## config.mk

```make
export PLATFORM = sky130hd
export DESIGN_NAME = ioctl_download_packer
export DESIGN_NICKNAME = d
export VERILOG_FILES = /design/src/rtl/ioctl_download_packer.sv
export SDC_FILE = /design/constraint.sdc
export NUM_CORES = 1
export LEC_CHECK = 0
export CAP_MARGIN = 20
export CORE_MARGIN = 5
export CORE_UTILIZATION = 55
export DETAILED_ROUTE_END_ITERATION = 7
export PLACE_DENSITY = 0.77
export SETUP_SLACK_MARGIN = 0.15
export SLEW_MARGIN = 0
export SYNTH_ARGS = -nofsm -noshare
export SYNTH_HDL_FRONTEND = slang
export SYNTH_SLANG_ARGS = --single-unit
```

## constraint.sdc

```tcl
create_clock -name clk1x -period 8.65 [get_ports clk1x]
set_input_delay 1.73 -clock clk1x [delete_from_list [all_inputs] [get_ports clk1x]]
set_output_delay 1.73 -clock clk1x [all_outputs]
set_load 0.03 [all_outputs]
```

## src/rtl/ioctl_download_packer.sv

```systemverilog
// HPS ioctl download front end: packs the 16-bit ioctl stream into OUT_BYTES-wide words,
// applies per-channel base/byte order and queues the words in a small output FIFO.
module ioctl_download_packer #(
  parameter int unsigned OUT_BYTES  = 4,
  parameter int unsigned CH_COUNT   = 2,
  parameter int unsigned FIFO_DEPTH = 4,
  parameter int unsigned ADDR_W     = 27
) (
  input  logic                                           clk1x,
  input  logic                                           reset,
  input  logic                                           ioctl_download,
  input  logic [7:0]                                     ioctl_index,
  input  logic [ADDR_W-1:0]                              ioctl_addr,
  input  logic [15:0]                                    ioctl_dout,
  input  logic                                           ioctl_wr,
  output logic                                           ioctl_wait,
  input  logic [CH_COUNT*ADDR_W-1:0]                     ch_base,
  input  logic [CH_COUNT-1:0]                            ch_swap,
  output logic                                           out_valid,
  input  logic                                           out_ready,
  output logic [(CH_COUNT > 1 ? $clog2(CH_COUNT) : 1)-1:0] out_ch,
  output logic [ADDR_W-1:0]                              out_addr,
  output logic [OUT_BYTES*8-1:0]                         out_data,
  output logic [OUT_BYTES-1:0]                           out_be,
  output logic [CH_COUNT-1:0]                            dl_active,
  output logic [CH_COUNT-1:0]                            dl_done,
  output logic                                           overflow_err
);

  localparam int unsigned CH_W   = (CH_COUNT > 1) ? $clog2(CH_COUNT) : 1;
  localparam int unsigned LANES  = OUT_BYTES / 2;
  localparam int unsigned LANE_W = (LANES > 1) ? $clog2(LANES) : 1;
  localparam int unsigned OB_W   = $clog2(OUT_BYTES);
  localparam int unsigned DW     = OUT_BYTES * 8;
  localparam int unsigned PTR_W  = $clog2(FIFO_DEPTH);
  localparam int unsigned CNT_W  = PTR_W + 1;
  localparam logic [LANE_W-1:0] LAST = LANE_W'(LANES - 1);

  typedef struct packed {
    logic [CH_W-1:0]      ch;
    logic [ADDR_W-1:0]    addr;
    logic [DW-1:0]        data;
    logic [OUT_BYTES-1:0] be;
  } word_t;

  word_t              mem [FIFO_DEPTH];
  logic [PTR_W-1:0]   wr_ptr, rd_ptr;
  logic [CNT_W-1:0]   count, count_n;
  logic               push_q, push_n, push_acc, pop, fifo_full;
  word_t              push_word_q, push_word_n;

  logic               pk_open, pk_open_n, pk_pend, pk_pend_n;
  logic [CH_W-1:0]    pk_ch, pk_ch_n;
  logic [ADDR_W-1:0]  pk_tag, pk_tag_n;
  logic [DW-1:0]      pk_data, pk_data_n;
  logic [OUT_BYTES-1:0] pk_be, pk_be_n;

  logic               done_pend, done_fire;
  logic [CH_W-1:0]    done_ch;

  logic [5:0]         idx;
  logic               sel_ok, wr_ok, ovf_wr, ovf_push, wr_swap, end_evt, wait_n;
  logic [CH_W-1:0]    sel_ch, end_ch;
  logic [CH_COUNT-1:0] act_vec;
  logic [LANE_W-1:0]  lane, slot;
  logic [ADDR_W-1:0]  tag, base_pk, base_sel;
  logic [15:0]        hw;

  // Index decode, lane placement and channel lookups
  always_comb begin
    idx      = ioctl_index[5:0];
    sel_ok   = ioctl_download && (32'(idx) < CH_COUNT);
    sel_ch   = CH_W'(idx);
    wr_swap  = ch_swap[sel_ch];
    lane     = (LANES > 1) ? LANE_W'(ioctl_addr[ADDR_W-1:1]) : '0;
    slot     = wr_swap ? LAST - lane : lane;
    tag      = {ioctl_addr[ADDR_W-1:OB_W], OB_W'(0)};
    hw       = wr_swap ? {ioctl_dout[7:0], ioctl_dout[15:8]} : ioctl_dout;
    act_vec  = '0;
    base_pk  = '0;
    base_sel = '0;
    end_evt  = 1'b0;
    end_ch   = '0;
    for (int n = 0; n < int'(CH_COUNT); n++) begin
      act_vec[n] = ioctl_download && (idx == 6'(n));
      if (pk_ch == CH_W'(n)) base_pk = ch_base[n*ADDR_W +: ADDR_W];
      if (sel_ch == CH_W'(n)) base_sel = ch_base[n*ADDR_W +: ADDR_W];
      if (dl_active[n] && !act_vec[n]) begin
        end_evt = 1'b1;
        end_ch  = CH_W'(n);
      end
    end
  end

  // FIFO occupancy; a pop frees a slot for a same-cycle push
  always_comb begin
    pop       = out_valid && out_ready;
    fifo_full = (count == CNT_W'(FIFO_DEPTH));
    push_acc  = push_q && (!fifo_full || pop);
    ovf_push  = push_q && fifo_full && !pop;
    ovf_wr    = ioctl_wr && sel_ok && fifo_full;
    wr_ok     = ioctl_wr && sel_ok && !fifo_full;
    count_n   = count;
    if (push_acc && !pop) count_n = count + CNT_W'(1);
    else if (!push_acc && pop) count_n = count - CNT_W'(1);
  end

  // Pack buffer update; at most one push per cycle, a second complete word is deferred
  always_comb begin
    pk_open_n   = pk_open;
    pk_pend_n   = 1'b0;
    pk_ch_n     = pk_ch;
    pk_tag_n    = pk_tag;
    pk_data_n   = pk_data;
    pk_be_n     = pk_be;
    push_n      = 1'b0;
    push_word_n = '0;
    if (pk_pend) begin
      push_n           = 1'b1;
      push_word_n.ch   = pk_ch;
      push_word_n.addr = base_pk + pk_tag;
      push_word_n.data = pk_data;
      push_word_n.be   = pk_be;
      pk_open_n        = 1'b0;
    end
    if (wr_ok) begin
      if (pk_open_n && (tag != pk_tag || sel_ch != pk_ch)) begin
        push_n           = 1'b1;
        push_word_n.ch   = pk_ch;
        push_word_n.addr = base_pk + pk_tag;
        push_word_n.data = pk_data;
        push_word_n.be   = pk_be;
        pk_open_n        = 1'b0;
      end
      if (!pk_open_n) begin
        pk_ch_n   = sel_ch;
        pk_tag_n  = tag;
        pk_data_n = '0;
        pk_be_n   = '0;
      end
      for (int i = 0; i < int'(LANES); i++) begin
        if (slot == LANE_W'(i)) begin
          pk_data_n[16*i +: 16] = hw;
          pk_be_n[2*i +: 2]     = 2'b11;
        end
      end
      pk_open_n = 1'b1;
      if (lane == LAST) begin
        if (push_n) begin
          pk_pend_n = 1'b1;
        end else begin
          push_n           = 1'b1;
          push_word_n.ch   = sel_ch;
          push_word_n.addr = base_sel + tag;
          push_word_n.data = pk_data_n;
          push_word_n.be   = pk_be_n;
          pk_open_n        = 1'b0;
        end
      end
    end else if (end_evt && pk_open_n && pk_ch == end_ch) begin
      push_n           = 1'b1;
      push_word_n.ch   = pk_ch;
      push_word_n.addr = base_pk + pk_tag;
      push_word_n.data = pk_data;
      push_word_n.be   = pk_be;
      pk_open_n        = 1'b0;
    end
    done_fire = done_pend && !push_q && !pk_pend && (count == '0);
    wait_n    = sel_ok && ((count_n >= CNT_W'(FIFO_DEPTH - 1)) || pk_pend_n);
  end

  always_ff @(posedge clk1x) begin
    if (reset) begin
      for (int i = 0; i < int'(FIFO_DEPTH); i++) mem[i] <= '0;
      wr_ptr       <= '0;
      rd_ptr       <= '0;
      count        <= '0;
      push_q       <= 1'b0;
      push_word_q  <= '0;
      pk_open      <= 1'b0;
      pk_pend      <= 1'b0;
      pk_ch        <= '0;
      pk_tag       <= '0;
      pk_data      <= '0;
      pk_be        <= '0;
      done_pend    <= 1'b0;
      done_ch      <= '0;
      dl_active    <= '0;
      dl_done      <= '0;
      ioctl_wait   <= 1'b0;
      out_valid    <= 1'b0;
      overflow_err <= 1'b0;
    end else begin
      push_q       <= push_n;
      push_word_q  <= push_word_n;
      pk_open      <= pk_open_n;
      pk_pend      <= pk_pend_n;
      pk_ch        <= pk_ch_n;
      pk_tag       <= pk_tag_n;
      pk_data      <= pk_data_n;
      pk_be        <= pk_be_n;
      count        <= count_n;
      out_valid    <= (count_n != '0);
      dl_active    <= act_vec;
      ioctl_wait   <= wait_n;
      overflow_err <= overflow_err || ovf_wr || ovf_push;
      dl_done      <= done_fire ? (CH_COUNT'(1) << done_ch) : '0;
      if (push_acc) begin
        mem[wr_ptr] <= push_word_q;
        wr_ptr      <= wr_ptr + PTR_W'(1);
      end
      if (pop) rd_ptr <= rd_ptr + PTR_W'(1);
      if (end_evt) begin
        done_pend <= 1'b1;
        done_ch   <= end_ch;
      end else if (done_fire) begin
        done_pend <= 1'b0;
      end
    end
  end

  assign out_ch   = mem[rd_ptr].ch;
  assign out_addr = mem[rd_ptr].addr;
  assign out_data = mem[rd_ptr].data;
  assign out_be   = mem[rd_ptr].be;

endmodule

```

* Yosys cells after proc, flatten, opt, wreduce, memory -nomap -nowiden
Memory sizes are Yosys's and may differ from the RTL's. A register that Yosys moved wholly into a read port is not among the register bits.
Cells that the tools add are included.
** Word-level totals
- Bits in registers :: 145
- Latch bits :: 0
- Memory bits (writable) :: 256
- Bits in read-only memories :: 0
- Input bits :: 112
- Output and inout port bits :: 71
- Word-level logic and storage cells :: 130
- Memories kept :: 1
** Memories
- mem :: words 4, bits a word 64, read ports 1, clocked after Yosys merged registers in 1, write ports 4, line 46 : word_t mem [FIFO_DEPTH];
** Cells by class
- Add/sub/neg operators :: 7
- $mul :: 0
- Div/mod/pow operators :: 0
- Magnitude comparators :: 3
- Equality and inequality tests :: 5
- Shift operators :: 1
- Muxes and demuxes :: 50
- Bitwise operators :: 2
- Reduce and logical (&&, ||, !) cells :: 40
** Operators by type and width (count)
- two-way mux 64 bit :: 7
- OR reduction 64 bit :: 1
- adder 27 bit :: 2
- two-way mux 27 bit :: 2
- two-way mux 16 bit :: 3
- two-way mux 32 bit :: 1
- two-way mux 1 bit :: 29
- != test 25 bit :: 1
- logical AND 1 bit :: 21
- two-way mux 2 bit :: 5
- logical NOT 1 bit :: 7
- equality test 6 x 1 -> 1 bit (second input constant) :: 1
- logical NOT 6 bit :: 1
- less-than comparator 6 x 2 -> 1 bit (second input constant) :: 1
- two-way mux 3 bit :: 2
- logical OR 1 bit :: 5
- adder 2 x 1 -> 2 bit (second input constant) :: 2
- two-way mux 4 bit :: 1
- adder 3 x 1 -> 3 bit (second input constant) :: 1
- equality test 3 bit (second input constant) :: 1
- greater-or-equal comparator 3 x 2 -> 1 bit (second input constant) :: 1
- logical NOT 3 bit :: 1
- nonzero test 3 bit :: 1
- subtractor 3 x 1 -> 3 bit (second input constant) :: 1
- 9 further kinds :: 10

* Depth between registers and ports, before layout
Gate-level depths: netlist (run 1).
- Depth in word-level cells :: 11
- Depth in mapped cells :: 14
- Gate-level depth less buffers :: 13

* Worst setup path after synthesis (run 1)
Ideal clock, no wire load.
- Path type :: input to register
- Start :: input out_ready
- End :: memory mem[1][0] (netlist name), enable pin
- Setup time :: 499 ps
- Arrival time :: 5164 ps
- Data required time :: 8151 ps
- Path slack :: 2986 ps
- Stages on the path :: 3
- Buffers on the path :: 0
- Path through :: and2_0 o21ai_0 o21bai_1
** RTL lines
- start: declaration :: line 20 : input logic out_ready,
- end: declaration :: line 46

==> results of run 1 <==
power groups by stage:
| stage | Combinational [mW] | Clock, mW | Sequential [mW] |
|---|---|---|---|
| 6_report | 0.736 | 1.75 | 2.13 |
| 5_1_grt | 0.781 | 1.85 | 2.13 |
| 4_1_cts | 0.741 | 1.77 | 2.13 |
| 3_5_place_dp | 0.736 | 0 | 2.17 |
| 3_3_place_gp | 0.730 | 0 | 2.17 |
| 2_1_floorplan | 0.477 | 0 | 2.15 |
critical path: stages (launching register included):
cell	delay, ns
dfxtp_4	0.66
buf_4	0.79
mux4_2	0.66
clkdlybuf4s50_1	0.62
final cells by class:
class	instances	area (µm²)	area share (%)
Multi-Input combinational cell	1185	8160	35.6
Sequential cell	403	10600	46.3
Clock buffer	59	1170	5.08
Timing Repair Buffer	196	1920	8.39
Inverter	87	327	1.42
Tap cell	455	569	2.48
Clock inverter	15	164	0.714
per-stage QoR:
step,hold slack [ns],cells
floorplan,0.413,1771
global placement,0.436,2325
detailed placement,0.453,2326
CTS,0.467,2400
global route,0.482,2400
finish,0.467,2400
synthesized netlist by cell type, drive strengths merged (8+ instances only):
cell,n,share of area (%)
nor2,273,5.4
edfxtp,256,40
o21ai,32,0.84
inv,87,1.7
clkbuf,75,1.4
nor2b,9,0.29
o22ai,8,0.26
nor3,9,0.23
o21bai,8,0.31
a22oi,16,0.62
xor2,33,1.5
xnor2,39,1.8
and3,10,0.32
nand3,22,0.57
ha,51,3.3
a21oi,153,4.0
a22o,10,0.45
mux2i,11,0.57
a21o,19,0.73
mux2,48,2.8
buf,21,0.57
and2,69,2.2
nand2b,16,0.51
mux4,64,7.4
nand2,191,3.7
dfxtp,147,15
cell families (layout without fill, tap and decap cells):
logic type / Yosys count / after routing / synth area share, %
AO/OA/AOI/OAI: 309 / 309 / 9.83
AND/OR/NAND/NOR: 628 / 628 / 14.3
buffers and inverters: 183 / 357 / 3.70
adder cells (fa/ha/maj): 53 / 53 / 3.49
flip-flops: 403 / 403 / 54.6
XOR/XNOR: 72 / 72 / 3.24
multiplexers: 123 / 123 / 10.8
per-layer routing:
| metal | vias to the layer above | share of wire, % |
|---|---|---|
| li1 | 6573 | - |
| met2 | 535 | 51 |
| met1 | 6788 | 40 |
| met3 | 95 | 6.7 |
| met4 | 0 | 2.4 |
| met5 | - | 0 |
sequential cells by signal (all words and copies together) (netlist names), 2 cells and up, named ones only:
register	flops
wr_ptr	2
pk_data	32
dl_done	2
mem	256
push_word_q	64
count	3
dl_active	2
rd_ptr	2
pk_tag	25
pk_be	4
how the worst max path moves through the flow:
stage | start | to | cells after the start
final | flip-flop | out_addr[12] | 3
after global routing | flip-flop | out_addr[12] | 3
after CTS | flip-flop | out_addr[12] | 3
after detailed placement | ioctl_index[0] | push_word_q[61] | 13
after global placement | ioctl_index[0] | push_word_q[61] | 13
after floorplan | out_ready | mem[1][0] | 3
placed cells by master, fill, tap and decap left out, types with 7 or more instances in the layout:
| cell type | instances |
|---|---|
| nor2b_1 | 9 |
| a21oi_1 | 152 |
| mux4_2 | 64 |
| nor2_1 | 268 |
| a21o_1 | 19 |
| nand3_1 | 22 |
| o22ai_1 | 8 |
| and2_1 | 68 |
| clkbuf_1 | 13 |
| o2bb2ai_1 | 7 |
| nand2_1 | 190 |
| xnor2_1 | 39 |
| inv_1 | 87 |
| mux2i_1 | 11 |
| dfxtp_1 | 145 |
| nor3_1 | 8 |
| and3_1 | 10 |
| buf_4 | 17 |
| mux2_2 | 48 |
| nand2b_1 | 14 |
| a22o_1 | 10 |
| o21a_1 | 7 |
| a31oi_1 | 7 |
| a22oi_1 | 16 |
| clkdlybuf4s50_1 | 177 |
| xor2_1 | 33 |
| nand4_1 | 7 |
| edfxtp_1 | 256 |
| o21ai_0 | 31 |
| clkbuf_16 | 43 |
| ha_1 | 51 |
==> impl_metrics.csv, run 1 <==
group,metric,value,unit
sta,fin_crit,5.04,ns
route,vias,14000,
global_routing,grt_pass1_vias,14300,
global_routing,grt-ovfl-total,0,
power_and_ir_drop,seq_power_share,46.1,%
power_and_ir_drop,p_sw,1.16,mW
power_and_ir_drop,power.internal,3.45,mW
sta,finalHoldViolCount,0,
power_and_ir_drop,peakVddDrop,169,µV
die,die_x,198,µm
cells_and_area,utilization,66.1,%
yosys,ys_warn_count,0,
route,wl,49.7,mm
worst_setup_path,required,6.92,ns
route,antenna_left,0,
power_and_ir_drop,power_frac_comb,15.9,%
die,fp.dieArea,39200,µm²
global_routing,use_met2,44.7,%
clock_network,root_buffer,"clkbuf_16",
power_and_ir_drop,leakagePower,8.68,nW
cells_and_area,final_nets,2079,
yosys,synth-async-reset-ratio,0,%
cells_and_area,layout-drive-gt1-share,10.9,%
die,num_rows,68,
die,pin_count,183,
sta,maxSlewHeadroom,27.7,%
min_path,hold_end,"dl_done[1]",
clock_network,clock_latency,0.54,ns
clock_network,path_clk_slew,0.06,ns
route,remaining_drc_errors,0,
clock_network,cts_buffers,41,
route,routedWlPerCell,20.7,µm
clock_network,h-tree-depth,2,
clock_network,cts_sinks,403,
worst_setup_path,cp_data_arrival_time,3.31,ns
sta,maxSlewViolCount,0,
clock_network,post-cts-setup-buffers,0,
clock_network,hold_buffers,0,
cells_and_area,nFillCells,2630,
placed_design,place_congestion,0.863,
cells_and_area,finish.instance_area,22900,µm²
global_routing,met3_usage,3.78,%
sta,max_slew.worst_pin.slew,1.07,ns
global_routing,met1_usage,33.5,%
sta,setup_viol,0,
power_and_ir_drop,sw_frac_of_total,25.2,%
yosys,ys_types,77,
sta,fmax,198,MHz
die,start_util,56.0,%
min_path,whs_path_depth,1,
global_routing,grt-busiest-layer,"met2",
worst_setup_path,cp-end-kind,"output pin",
yosys,ys_ff_latch,403,
flow_run,cap_viol_max_count,0,
sta,fin_ws,3.61,ns
worst_setup_path,rr_startpoint,"pk_ch",
worst_setup_path,path_class,"flip-flop to output pin",
run_status,status,"finished clean",
power_and_ir_drop,powerDensity,201,nW/µm²
clock_network,cts_resized,0,
route,drt_iter0_markers,1262,
worst_setup_path,worstPathMaxFanout,41,
placed_design,io_buffers,179,
placed_design,hpwlAfterDp,33.1,mm
yosys,synth_ff_type,"edfxtp_1",
global_routing,grt_antenna_before_repair,0,
placed_design,dp_slack,3.12,ns
min_path,hold_path.class,"flip-flop to flip-flop",
yosys,synthesis.nets,1936,
min_path,hold_start,"done_pend",
global_routing,grt_max_degree,82,
global_routing,grt_usage,25.5,%
yosys,synth_area,19500,µm²
route,drt_first_pass_iters,6,
worst_setup_path,rrSetupSlack,4.81,ns
worst_setup_path,startpoint_type,"flip-flop",
sta,tns,0,ns
power_and_ir_drop,design_power_total,4.61,mW
die,coreArea,34700,µm²
cells_and_area,syn2layout_area_growth,18.0,%
yosys,avgSynthCellArea,11.0,µm²
yosys,yosysSeqAreaShare,54.6,%
sta,rsz0062_at_grt,"no",
sta,finClkSkew,0.0164,ns
placed_design,placed_area,21600,µm²
worst_setup_path,worstRegToRegCells,12,
yosys,synth_cells,1771,
clock_network,tritoncts,"built",
clock_network,clockBufferDepth,3,
yosys,synth-edff-count,256,
die,die_h,198,µm
sta,fin_crit_sh,58.2,%
worst_setup_path,rr_endpoint,"push_word_q[62]",
power_and_ir_drop,p_clk_share,38.0,%
route,vias_per_cell,5.83,
global_routing,grt_pass1_wl,78.6,mm
cells_and_area,diodes,0,
Power figures use the tool's default switching activity.
==> run 2: changes to the inputs <==
--- a/config.mk
+++ b/config.mk
@@ -7,9 +7,9 @@
 export LEC_CHECK = 0
 export CAP_MARGIN = 20
 export CORE_MARGIN = 5
-export CORE_UTILIZATION = 55
+export CORE_UTILIZATION = 52
 export DETAILED_ROUTE_END_ITERATION = 7
-export PLACE_DENSITY = 0.77
+export PLACE_DENSITY = 0.76
 export SETUP_SLACK_MARGIN = 0.15
 export SLEW_MARGIN = 0
 export SYNTH_ARGS = -nofsm -noshare
==> constraint.sdc (replaced) <==
create_clock -name clk1x -period 4.6 [get_ports clk1x]
set_input_delay 0.92 -clock clk1x [delete_from_list [all_inputs] [get_ports clk1x]]
set_output_delay 0.92 -clock clk1x [all_outputs]
set_load 0.03 [all_outputs]
==> run 2 against run 1 <==
Cell count is 1.3% higher; die area is 5.5% higher; sequential share of layout area is 0.41 points lower; critical endpoint is now push_word_q[62].
==> impl_metrics.csv, run 2 (synthesized netlist as in run 1, its figures left out) <==
group,metric,value,unit
run_status,status,"finished clean",
clock_network,clock_latency,0.54,ns
sta,rsz0062_at_grt,"no",
cells_and_area,nFillCells,2915,
global_routing,grt_pass1_vias,14400,
flow_run,cap_viol_max_count,0,
cells_and_area,largest_reg_flops,256,
die,fp.dieArea,41400,µm²
route,wl,49.5,mm
cells_and_area,final_cell_mix,"nor2_1 (269), edfxtp_1 (256), nand2_1 (190)",
route,vias,14000,
die,start_util,52.9,%
clock_network,root_buffer,"clkbuf_16",
sta,tns,0,ns
global_routing,grt-ovfl-total,0,
clock_network,cts_sinks,403,
sta,setup_viol,0,
clock_network,cts_buffers,42,
die,coreArea,36800,µm²
die,num_rows,70,
min_path,hold_path.class,"flip-flop to flip-flop",
cells_and_area,finish.instance_area,23200,µm²
route,routedWlPerCell,20.3,µm
die,die_x,203,µm
power_and_ir_drop,powerDensity,379,nW/µm²
worst_setup_path,required,4.99,ns
cells_and_area,syn2layout_area_growth,19.0,%
cells_and_area,final_common_cell,"nor2_1",
global_routing,grt_pass1_wl,77.6,mm
route,vias_per_cell,5.77,
power_and_ir_drop,peakVddDrop,226,µV
cells_and_area,final_nets,2095,
placed_design,hpwlAfterDp,33.4,mm
cells_and_area,largest-register,"mem",
route,antenna_left,0,
power_and_ir_drop,leakagePower,8.80,nW
clock_network,path_clk_slew,0.06,ns
cells_and_area,layout-drive-gt1-share,12.0,%
placed_design,io_buffers,179,
worst_setup_path,worstPathMaxFanout,23,
clock_network,h-tree-depth,2,
cells_and_area,layout.cells.non_filler,2431,
placed_design,dp_slack,0.239,ns
cells_and_area,diodes,0,
clock_network,cts_resized,0,
sta,finClkSkew,0.0166,ns
placed_design,place_congestion,0.912,
worst_setup_path,cp-end-kind,"flip-flop",
sta,fmax,257,MHz
route,drt_iter0_markers,1035,
global_routing,grt_antenna_before_repair,1,
clock_network,tritoncts,"built",
route,remaining_drc_errors,0,
sta,fin_crit_sh,84.6,%
worst_setup_path,startpoint_type,"flip-flop",
cells_and_area,reg.largest.list,"mem x256, push_word_q x64, pk_data x32",
placed_design,dp_cells,2354,
sta,max_slew.worst_pin.slew,0.966,ns
clock_network,clockBufferDepth,3,
sta,fin_ws,0.709,ns
die,pin_count,183,
worst_setup_path,path_class,"flip-flop to flip-flop",
sta,fin_crit,3.89,ns
clock_network,post-cts-setup-buffers,0,
worst_setup_path,cp_data_arrival_time,4.28,ns
clock_network,hold_buffers,0,
global_routing,grt_usage,23.7,%
global_routing,grt_max_degree,71,
die,die_h,203,µm
placed_design,placed_area,21800,µm²
route,drt_first_pass_iters,5,
sta,maxSlewHeadroom,35.6,%
sta,finalHoldViolCount,0,
sta,maxSlewViolCount,0,
run 2: cell count changes in the layout (fill, tap and decap cells not counted), moves of 2 or more:
cell,previous run,this run
buf_4,17,30
clkbuf_1,13,7
clkinv_2,5,10
clkbuf_8,3,7
buf_12,1,3
clkbuf_16,43,45
clkinv_4,2,0
run 2: critical path, stage by stage (launching register included):
cell and delay (ns):
dfxtp_1 0.57, buf_4 0.41, mux2i_1 0.42, fa_1 0.26
nand2b_1 0.15, a21oi_1 0.11, o41ai_1 0.46, buf_4 0.20
o2111ai_1 0.17, a41oi_1 0.47, nor2b_1 0.11, o22ai_1 0.18
xnor2_1 0.14, o22ai_1 0.09
run 2: per-stage QoR:
stage               hold slack, ns  utilization [%]  total power [mW]
finish                       0.451             62.9              8.77
global route                 0.467             62.9              9.08
floorplan                    0.413                -              4.94
detailed placement           0.438             59.2              5.49
CTS                          0.445             62.9              8.83
global placement             0.430             59.2              5.47
run 2: layout make-up:
cell class                      instances  area, µm²  share of cell area, %
Multi-Input combinational cell       1185       8150                   35.2
Sequential cell                       403      10600                   45.9
Clock buffer                           59       1250                   5.39
Tap cell                              468        586                   2.53
Timing Repair Buffer                  211       2060                   8.91
Inverter                               87        327                   1.41
Clock inverter                         18        141                  0.611
run 2: where the power goes:
group          internal [mW]  switching [mW]  leakage, nW
clock                   2.01            1.36        0.691
sequential              3.93          0.0783         3.83
combinational          0.641           0.754         4.28
total                   6.58            2.20         8.80
run 2: worst paths after layout:
| kind | start | end | slack [ns] | cells after the start |
|---|---|---|---|---|
| max | pk_ch | push_word_q[62] | 0.71 | 13 |
| min | pk_be[3] | push_word_q[3] | 0.45 | 2 |
| max reg2reg | pk_ch | push_word_q[62] | 0.71 | 13 |
| min reg2reg | pk_be[3] | push_word_q[3] | 0.45 | 2 |
run 2: metal layers:
metal / part of all wire, % / track usage, %
met2: 50 / 41.2
met5: 0.026 / 0
met3: 6.4 / 4.05
met1: 41 / 30.7
met4: 2.7 / 6.75
